[src/rtl/ifetch_queue_pkg.sv]
// Shared definitions for the instruction fetch queue: default widths,
// 5-bit opcode constants, and the fetch state enum.
package ifetch_queue_pkg;

  localparam int IFQ_IW    = 9;
  localparam int IFQ_AW    = 8;
  localparam int IFQ_DEPTH = 4;
  localparam int OP_W      = 5;

  localparam logic [OP_W-1:0] OP_NOP  = 5'h00;
  localparam logic [OP_W-1:0] OP_LOAD = 5'h01;
  localparam logic [OP_W-1:0] OP_ADD  = 5'h03;
  localparam logic [OP_W-1:0] OP_JMP  = 5'h05;
  localparam logic [OP_W-1:0] OP_HALT = 5'h1F;

  typedef enum logic [1:0] {IDLE, RUN, HALTED} ifq_state_t;

  function automatic logic is_halt(input logic [OP_W-1:0] op);
    return op == OP_HALT;
  endfunction

endpackage

[src/rtl/ifq_fifo.sv]
// DEPTH-entry synchronous FIFO with push/pop/clear, occupancy count and
// empty/full flags. Control state resets asynchronously; storage does not.
module ifq_fifo
  import ifetch_queue_pkg::*;
#(
  parameter int W     = IFQ_IW + IFQ_AW,
  parameter int DEPTH = IFQ_DEPTH
) (
  input  logic                   clk,
  input  logic                   rst,
  input  logic                   clear,
  input  logic                   push,
  input  logic                   pop,
  input  logic [W-1:0]           din,
  output logic [W-1:0]           dout,
  output logic [$clog2(DEPTH):0] count,
  output logic                   empty,
  output logic                   full
);

  localparam int PW = $clog2(DEPTH);
  localparam int CW = PW + 1;
  localparam logic [CW-1:0] FULL_CNT = CW'(DEPTH);

  logic [W-1:0]  mem_q [DEPTH];
  logic [PW-1:0] wr_ptr_q, wr_ptr_d;
  logic [PW-1:0] rd_ptr_q, rd_ptr_d;
  logic [CW-1:0] count_q, count_d;

  // Pointer and occupancy update; clear wins over push and pop.
  always_comb begin
    wr_ptr_d = wr_ptr_q;
    rd_ptr_d = rd_ptr_q;
    count_d  = count_q;
    if (clear) begin
      wr_ptr_d = '0;
      rd_ptr_d = '0;
      count_d  = '0;
    end else begin
      if (push) wr_ptr_d = wr_ptr_q + PW'(1);
      if (pop)  rd_ptr_d = rd_ptr_q + PW'(1);
      count_d = count_q + CW'(push) - CW'(pop);
    end
  end

  // Control registers with asynchronous reset.
  always_ff @(posedge clk or posedge rst) begin
    if (rst) begin
      wr_ptr_q <= '0;
      rd_ptr_q <= '0;
      count_q  <= '0;
    end else begin
      wr_ptr_q <= wr_ptr_d;
      rd_ptr_q <= rd_ptr_d;
      count_q  <= count_d;
    end
  end

  // Entry storage; a cleared cycle never writes.
  always_ff @(posedge clk) begin
    if (push && !clear) mem_q[wr_ptr_q] <= din;
  end

  assign dout  = mem_q[rd_ptr_q];
  assign count = count_q;
  assign empty = (count_q == '0);
  assign full  = (count_q == FULL_CNT);

endmodule

[src/rtl/ifetch_queue.sv]
// Instruction fetch front end: issues ROM reads at PC, queues {inst, pc tag},
// hands them to decode on valid/ready, stalls the pc block, honours flush
// and stops fetching after a HALT opcode.
// Build option: define IFQ_BYPASS_EN to present a response arriving at an
// empty queue to decode in the same cycle.
module ifetch_queue
  import ifetch_queue_pkg::*;
#(
  parameter int IW    = IFQ_IW,
  parameter int AW    = IFQ_AW,
  parameter int DEPTH = IFQ_DEPTH
) (
  input  logic          clk,
  input  logic          reset,
  input  logic          start,
  input  logic [AW-1:0] PC,
  output logic          pc_stall,
  input  logic          flush,
  output logic          imem_req,
  output logic [AW-1:0] imem_addr,
  input  logic [IW-1:0] imem_data,
  output logic [IW-1:0] inst,
  output logic [AW-1:0] inst_pc,
  output logic          inst_valid,
  input  logic          inst_ready,
  output logic          halted
);

  localparam int CW  = $clog2(DEPTH) + 1;
  localparam int CW1 = CW + 1;
  localparam int EW  = IW + AW;
  localparam logic [CW:0] CREDITS = CW1'(DEPTH);

  ifq_state_t    state_q, state_d;
  logic          inflight_q, inflight_d;
  logic          halt_seen_q, halt_seen_d;
  logic          halted_q, halted_d;
  logic [AW-1:0] tag_q, tag_d;

  logic [CW-1:0] fifo_count;
  logic          fifo_empty, fifo_full;
  logic [EW-1:0] fifo_dout;
  logic          fifo_push, fifo_pop;
  logic          resp_vld, halt_hit;
  logic [CW:0]   credit_used;

  // Response acceptance and the issue rule; a HALT arriving this cycle
  // already blocks the next request so nothing past it is fetched.
  always_comb begin
    resp_vld    = inflight_q && !flush;
    halt_hit    = resp_vld && is_halt(imem_data[IW-1 -: OP_W]);
    credit_used = {1'b0, fifo_count} + CW1'(inflight_q);
    imem_req    = (state_q == RUN) && !flush && (credit_used < CREDITS) &&
                  !fifo_full && !halt_seen_q && !halt_hit;
    pc_stall    = !imem_req;
    imem_addr   = PC;
    inflight_d  = imem_req;
    tag_d       = imem_req ? PC : tag_q;
  end

`ifdef IFQ_BYPASS_EN
  logic bypass;

  // Decode-side mux: an empty queue forwards the arriving response directly.
  always_comb begin
    bypass     = fifo_empty && resp_vld;
    inst_valid = !fifo_empty || resp_vld;
    if (bypass)           {inst, inst_pc} = {imem_data, tag_q};
    else if (!fifo_empty) {inst, inst_pc} = fifo_dout;
    else                  {inst, inst_pc} = '0;
    fifo_push = resp_vld && !(bypass && inst_ready);
    fifo_pop  = !fifo_empty && inst_ready && !flush;
  end
`else
  // Decode-side mux: every response is written first and presented from the head.
  always_comb begin
    inst_valid = !fifo_empty;
    if (!fifo_empty) {inst, inst_pc} = fifo_dout;
    else             {inst, inst_pc} = '0;
    fifo_push = resp_vld;
    fifo_pop  = !fifo_empty && inst_ready && !flush;
  end
`endif

  // Next-state logic: HALT tracking and the IDLE/RUN/HALTED transitions.
  always_comb begin
    state_d     = state_q;
    halt_seen_d = halt_seen_q;
    case (state_q)
      IDLE:   if (start) state_d = RUN;
      RUN: begin
        if (flush) begin
          halt_seen_d = 1'b0;
        end else if (halt_hit) begin
          halt_seen_d = 1'b1;
        end else if (halt_seen_q && fifo_empty && !inflight_q) begin
          state_d     = HALTED;
          halt_seen_d = 1'b0;
        end
      end
      HALTED: if (start) state_d = RUN;
      default: state_d = IDLE;
    endcase
    halted_d = (state_d == HALTED);
  end

  // State machine and control registers, asynchronously reset.
  always_ff @(posedge clk or posedge reset) begin
    if (reset) begin
      state_q     <= IDLE;
      inflight_q  <= 1'b0;
      halt_seen_q <= 1'b0;
      halted_q    <= 1'b0;
    end else begin
      state_q     <= state_d;
      inflight_q  <= inflight_d;
      halt_seen_q <= halt_seen_d;
      halted_q    <= halted_d;
    end
  end

  // PC tag captured alongside each request.
  always_ff @(posedge clk) begin
    tag_q <= tag_d;
  end

  assign halted = halted_q;

  ifq_fifo #(.W(EW), .DEPTH(DEPTH)) u_fifo (
    .clk   (clk),
    .rst   (reset),
    .clear (flush),
    .push  (fifo_push),
    .pop   (fifo_pop),
    .din   ({imem_data, tag_q}),
    .dout  (fifo_dout),
    .count (fifo_count),
    .empty (fifo_empty),
    .full  (fifo_full)
  );

endmodule

[config.mk]
export PLATFORM = sky130hd
export DESIGN_NAME = ifetch_queue
export DESIGN_NICKNAME = d
export VERILOG_FILES = /design/src/rtl/ifetch_queue_pkg.sv /design/src/rtl/ifq_fifo.sv /design/src/rtl/ifetch_queue.sv
export SDC_FILE = /design/constraint.sdc
export NUM_CORES = 1
export LEC_CHECK = 0
export ABC_AREA = 1
export CAP_MARGIN = 20
export CORE_UTILIZATION = 45
export CTS_BUF_LIST = sky130_fd_sc_hd__clkbuf_4 sky130_fd_sc_hd__clkbuf_8 sky130_fd_sc_hd__clkbuf_16
export CTS_CLUSTER_DIAMETER = 30
export DETAILED_ROUTE_END_ITERATION = 8
export DONT_BUFFER_PORTS = 1
export PLACE_DENSITY = 0.62
export SYNTH_ARGS = -nofsm -noshare
export SYNTH_HDL_FRONTEND = slang
export SYNTH_SLANG_ARGS = --single-unit
[constraint.sdc]
create_clock -name clk -period 2.5 [get_ports clk]
set_clock_uncertainty 0.1 [all_clocks]
set_input_delay 0.5 -clock clk [delete_from_list [all_inputs] [get_ports clk]]
set_output_delay 0.5 -clock clk [all_outputs]
set_load 0.02 [all_outputs]
==> impl_metrics.py <==
metrics = {
    "grt": {
        "gr-total-overflow": 0,
        "antenna_found_initial": 0,
        "grt_pass1_vias": 2132,
        "grt_pass1_wl_mm": 10.98,
        "grtUsageTotal": 0.1771,
        "grt_max_degree": 37,
    },
    "critical_path": {
        "crit_path_end_kind": "output pin",
        "cp-start-kind": "register",
        "ff2ff_path_depth": 11,
        "cp.required_ns": 1.90,
        "cp.arrival_ns": 1.77,
        "reg2reg_slack_ns": 0.23,
        "r2r_end": "u_fifo.count[2]",
        "r2r-start": "u_fifo.count[1]",
        "critPathKind": "register to output pin",
        "path_max_fanout": 17,
    },
    "worst_hold_path": {
        "min_path_cells": 1,
        "hold_path_class": "input pin to register",
        "min_from": "flush",
        "hold_end": "u_fifo.count[0]",
    },
    "flow_run": {
        "cap_viol_max_count": 0,
    },
    "pwr": {
        "power_density_nw_per_um2": 1002,
        "power.leakage_nw": 1.606,
        "vdd_drop_max_mv": 0.5813,
    },
    "placed_design": {
        "place.gp.congestion": 0.8036,
        "io_buffer_count": 0,
        "dp.cells": 425,
        "dp_hpwl_mm": 4.473,
        "place_area_um2": 3905,
    },
    "finish": {
        "final_layout_size_suffix_gt1_frac": 0.1647,
        "fillers": 690,
        "area_growth_pct": 11.33,
        "stdcell_count": 442,
        "multiInputGateArea_um2": 869.6,
        "layout.nets": 365,
        "seq_area_um2": 2584,
        "fin_area_um2": 4119,
        "diodes": 0,
    },
    "sta": {
        "hold_ws_ns": 0.1075,
        "worst_pin_slew_ns": 0.4522,
        "finalHoldViolations": 0,
        "finalCriticalPeriod_ns": 2.366,
        "rsz0062_at_grt": "false",
        "slew_violations": 0,
        "max_slew_margin": 0.6982,
        "min_period_over_period": 0.9465,
        "tns_ns": 0,
        "timing.fmax_ghz": 0.4226,
        "finalSetupViolCount": 0,
    },
    "synthesis": {
        "netlist.area_leader.share": 0.6168,
        "syn_inst": 311,
        "syn-num-nets": 341,
        "synth.distinct_cells": 22,
        "synth.area.top_cells": "edfxtp_1, nor2_1, dfrtp_1",
        "yosysSeqAreaShare": 0.6980,
        "async_flop_share": 0.1364,
        "avgSynthCellArea_um2": 11.90,
        "synthesis.area_um2": 3700,
        "yosysTopAreaCell": "edfxtp_1",
        "synth_ff_type": "edfxtp_1",
        "yosysWarnings": 0,
        "synth_seq_cells": 88,
        "synth_edf_count": 76,
    },
    "clock_network": {
        "cts_buffers": 9,
        "cts.sinks": 88,
        "clock-root-buffer": "clkbuf_8",
        "clk_path_buf_depth": 2,
        "cts_tree": "built",
        "clk_latency_ns": 0.34,
        "htreeDepth": 3,
        "clkSlewWorstSetupHoldPaths_ns": 0.08,
    },
    "drt": {
        "drt_iter0_drc": 91,
        "vias_per_cell": 4.982,
        "wl_per_cell_um": 15.49,
        "drc": 0,
        "ant_nets": 0,
        "vias": 2202,
        "wirelength_mm": 6.846,
        "drtPass1Iterations": 4,
    },
    "floorplanning": {
        "io_pins": 51,
        "rows": 32,
        "die_w_um": 92.68,
        "die_area_um2": 8589,
        "core_area_um2": 7848,
        "start_util": 0.4715,
        "fp.dieH_um": 92.68,
    },
    "outcome": {
        "run_status": "complete, no violations",
    },
}
[cells in the mapped netlist, types with 2 or more instances]
| cell | count |
|---|---|
| nand4_1 | 3 |
| edfxtp_1 | 76 |
| o21ai_1 | 29 |
| inv_2 | 2 |
| o21ai_0 | 11 |
| buf_2 | 4 |
| nand3_1 | 8 |
| inv_1 | 20 |
| nor2_1 | 81 |
| nand2_1 | 16 |
| buf_6 | 6 |
| inv_4 | 2 |
| buf_4 | 9 |
| dfrtp_1 | 12 |
| ha_1 | 7 |
| a21oi_1 | 19 |
[worst max-delay path, cell delays in order (launching register included)]
cell     delay (ns)
dfrtp_1        0.46
nor2_2         0.19
nand2_2        0.14
inv_2          0.34
a21oi_1        0.11
buf_4          0.18
[sequential cells by signal (all words and copies together), names as in the netlist]
register and cells:
state_q 2, halted 1, u_fifo.count 3, halt_seen_q 1
inflight_q 1, u_fifo.rd_ptr_q 2, tag_q 8, u_fifo.wr_ptr_q 2
u_fifo.mem_q 68
[layer usage]
layer	track usage	up-vias	wire length, um
met5	0	-	0
met4	0.07821	0	87
met3	0.04680	6	378
met2	0.2926	58	3371
met1	0.2195	1038	3008
li1	-	1100	-
[through the flow]
| stage | worst slack [ns] | total power, mW | util |
|---|---|---|---|
| 2_1_floorplan | 0.3893 | 2.780 | - |
| 3_3_place_gp | 0.2973 | 3.184 | 0.4976 |
| 3_5_place_dp | 0.2343 | 3.206 | 0.4976 |
| 4_1_cts | 0.06995 | 4.176 | 0.5244 |
| 5_1_grt | 0.01310 | 4.379 | 0.5249 |
| 6_report | 0.1338 | 4.129 | 0.5249 |
[cell usage in the layout, fill, tap and decap left out, types with 2 or more instances in the layout]
| cell | instances |
|---|---|
| a21oi_1 | 19 |
| buf_4 | 31 |
| clkbuf_8 | 9 |
| clkinv_4 | 2 |
| dfrtp_1 | 11 |
| edfxtp_1 | 76 |
| ha_1 | 7 |
| inv_1 | 20 |
| inv_2 | 2 |
| inv_4 | 2 |
| nand2_1 | 16 |
| nand3_1 | 8 |
| nand4_1 | 3 |
| nor2_1 | 80 |
| nor2_2 | 2 |
| o21ai_0 | 11 |
| o21ai_1 | 29 |
[logic make-up (layout without fill, tap and decap cells)]
| family | Yosys count | in the layout | share of synthesized area |
|---|---|---|---|
| AND/OR/NAND/NOR | 111 | 111 | 0.1207 |
| flip-flops | 88 | 88 | 0.6980 |
| AO/OA/AOI/OAI | 60 | 60 | 0.08218 |
| buffers and inverters | 43 | 72 | 0.06763 |
| adder cells (fa/ha/maj) | 8 | 8 | 0.02908 |
| XOR/XNOR | 1 | 1 | 0.002368 |
[worst max path at each step]
stage | slack (ns) | from | depth (start not counted) | to
6_report | 0.13 | u_fifo.count[1] | 5 | inst_pc[7]
3_3_place_gp | 0.30 | u_fifo.count[1] | 11 | u_fifo.count[2]
4_1_cts | 0.07 | u_fifo.rd_ptr_q[1] | 5 | inst_pc[2]
2_1_floorplan | 0.39 | u_fifo.count[1] | 11 | u_fifo.count[2]
5_1_grt | 0.01 | u_fifo.count[1] | 5 | inst_pc[2]
3_5_place_dp | 0.23 | u_fifo.count[1] | 11 | u_fifo.count[2]
[power by group]
group	switching, mW	internal [mW]
Clock	0.498	0.479
Sequential	0.0892	1.74
Combinational	0.865	0.458
[area by class of cell]
type / count / share of cell area
Multi-Input combinational cell: 180 / 0.2111
Inverter: 24 / 0.02309
Clock inverter: 6 / 0.01671
Tap cell: 102 / 0.03098
Timing Repair Buffer: 32 / 0.05893
Clock buffer: 10 / 0.03190
Sequential cell: 88 / 0.6273
[repair_timing]
action	CTS	global route
setup buffers	0	0
setup endpoints to repair	0	4
hold endpoints to repair	12	0
resized for setup	0	2
hold buffers	1	0
(Power assumes the default switching activity.)
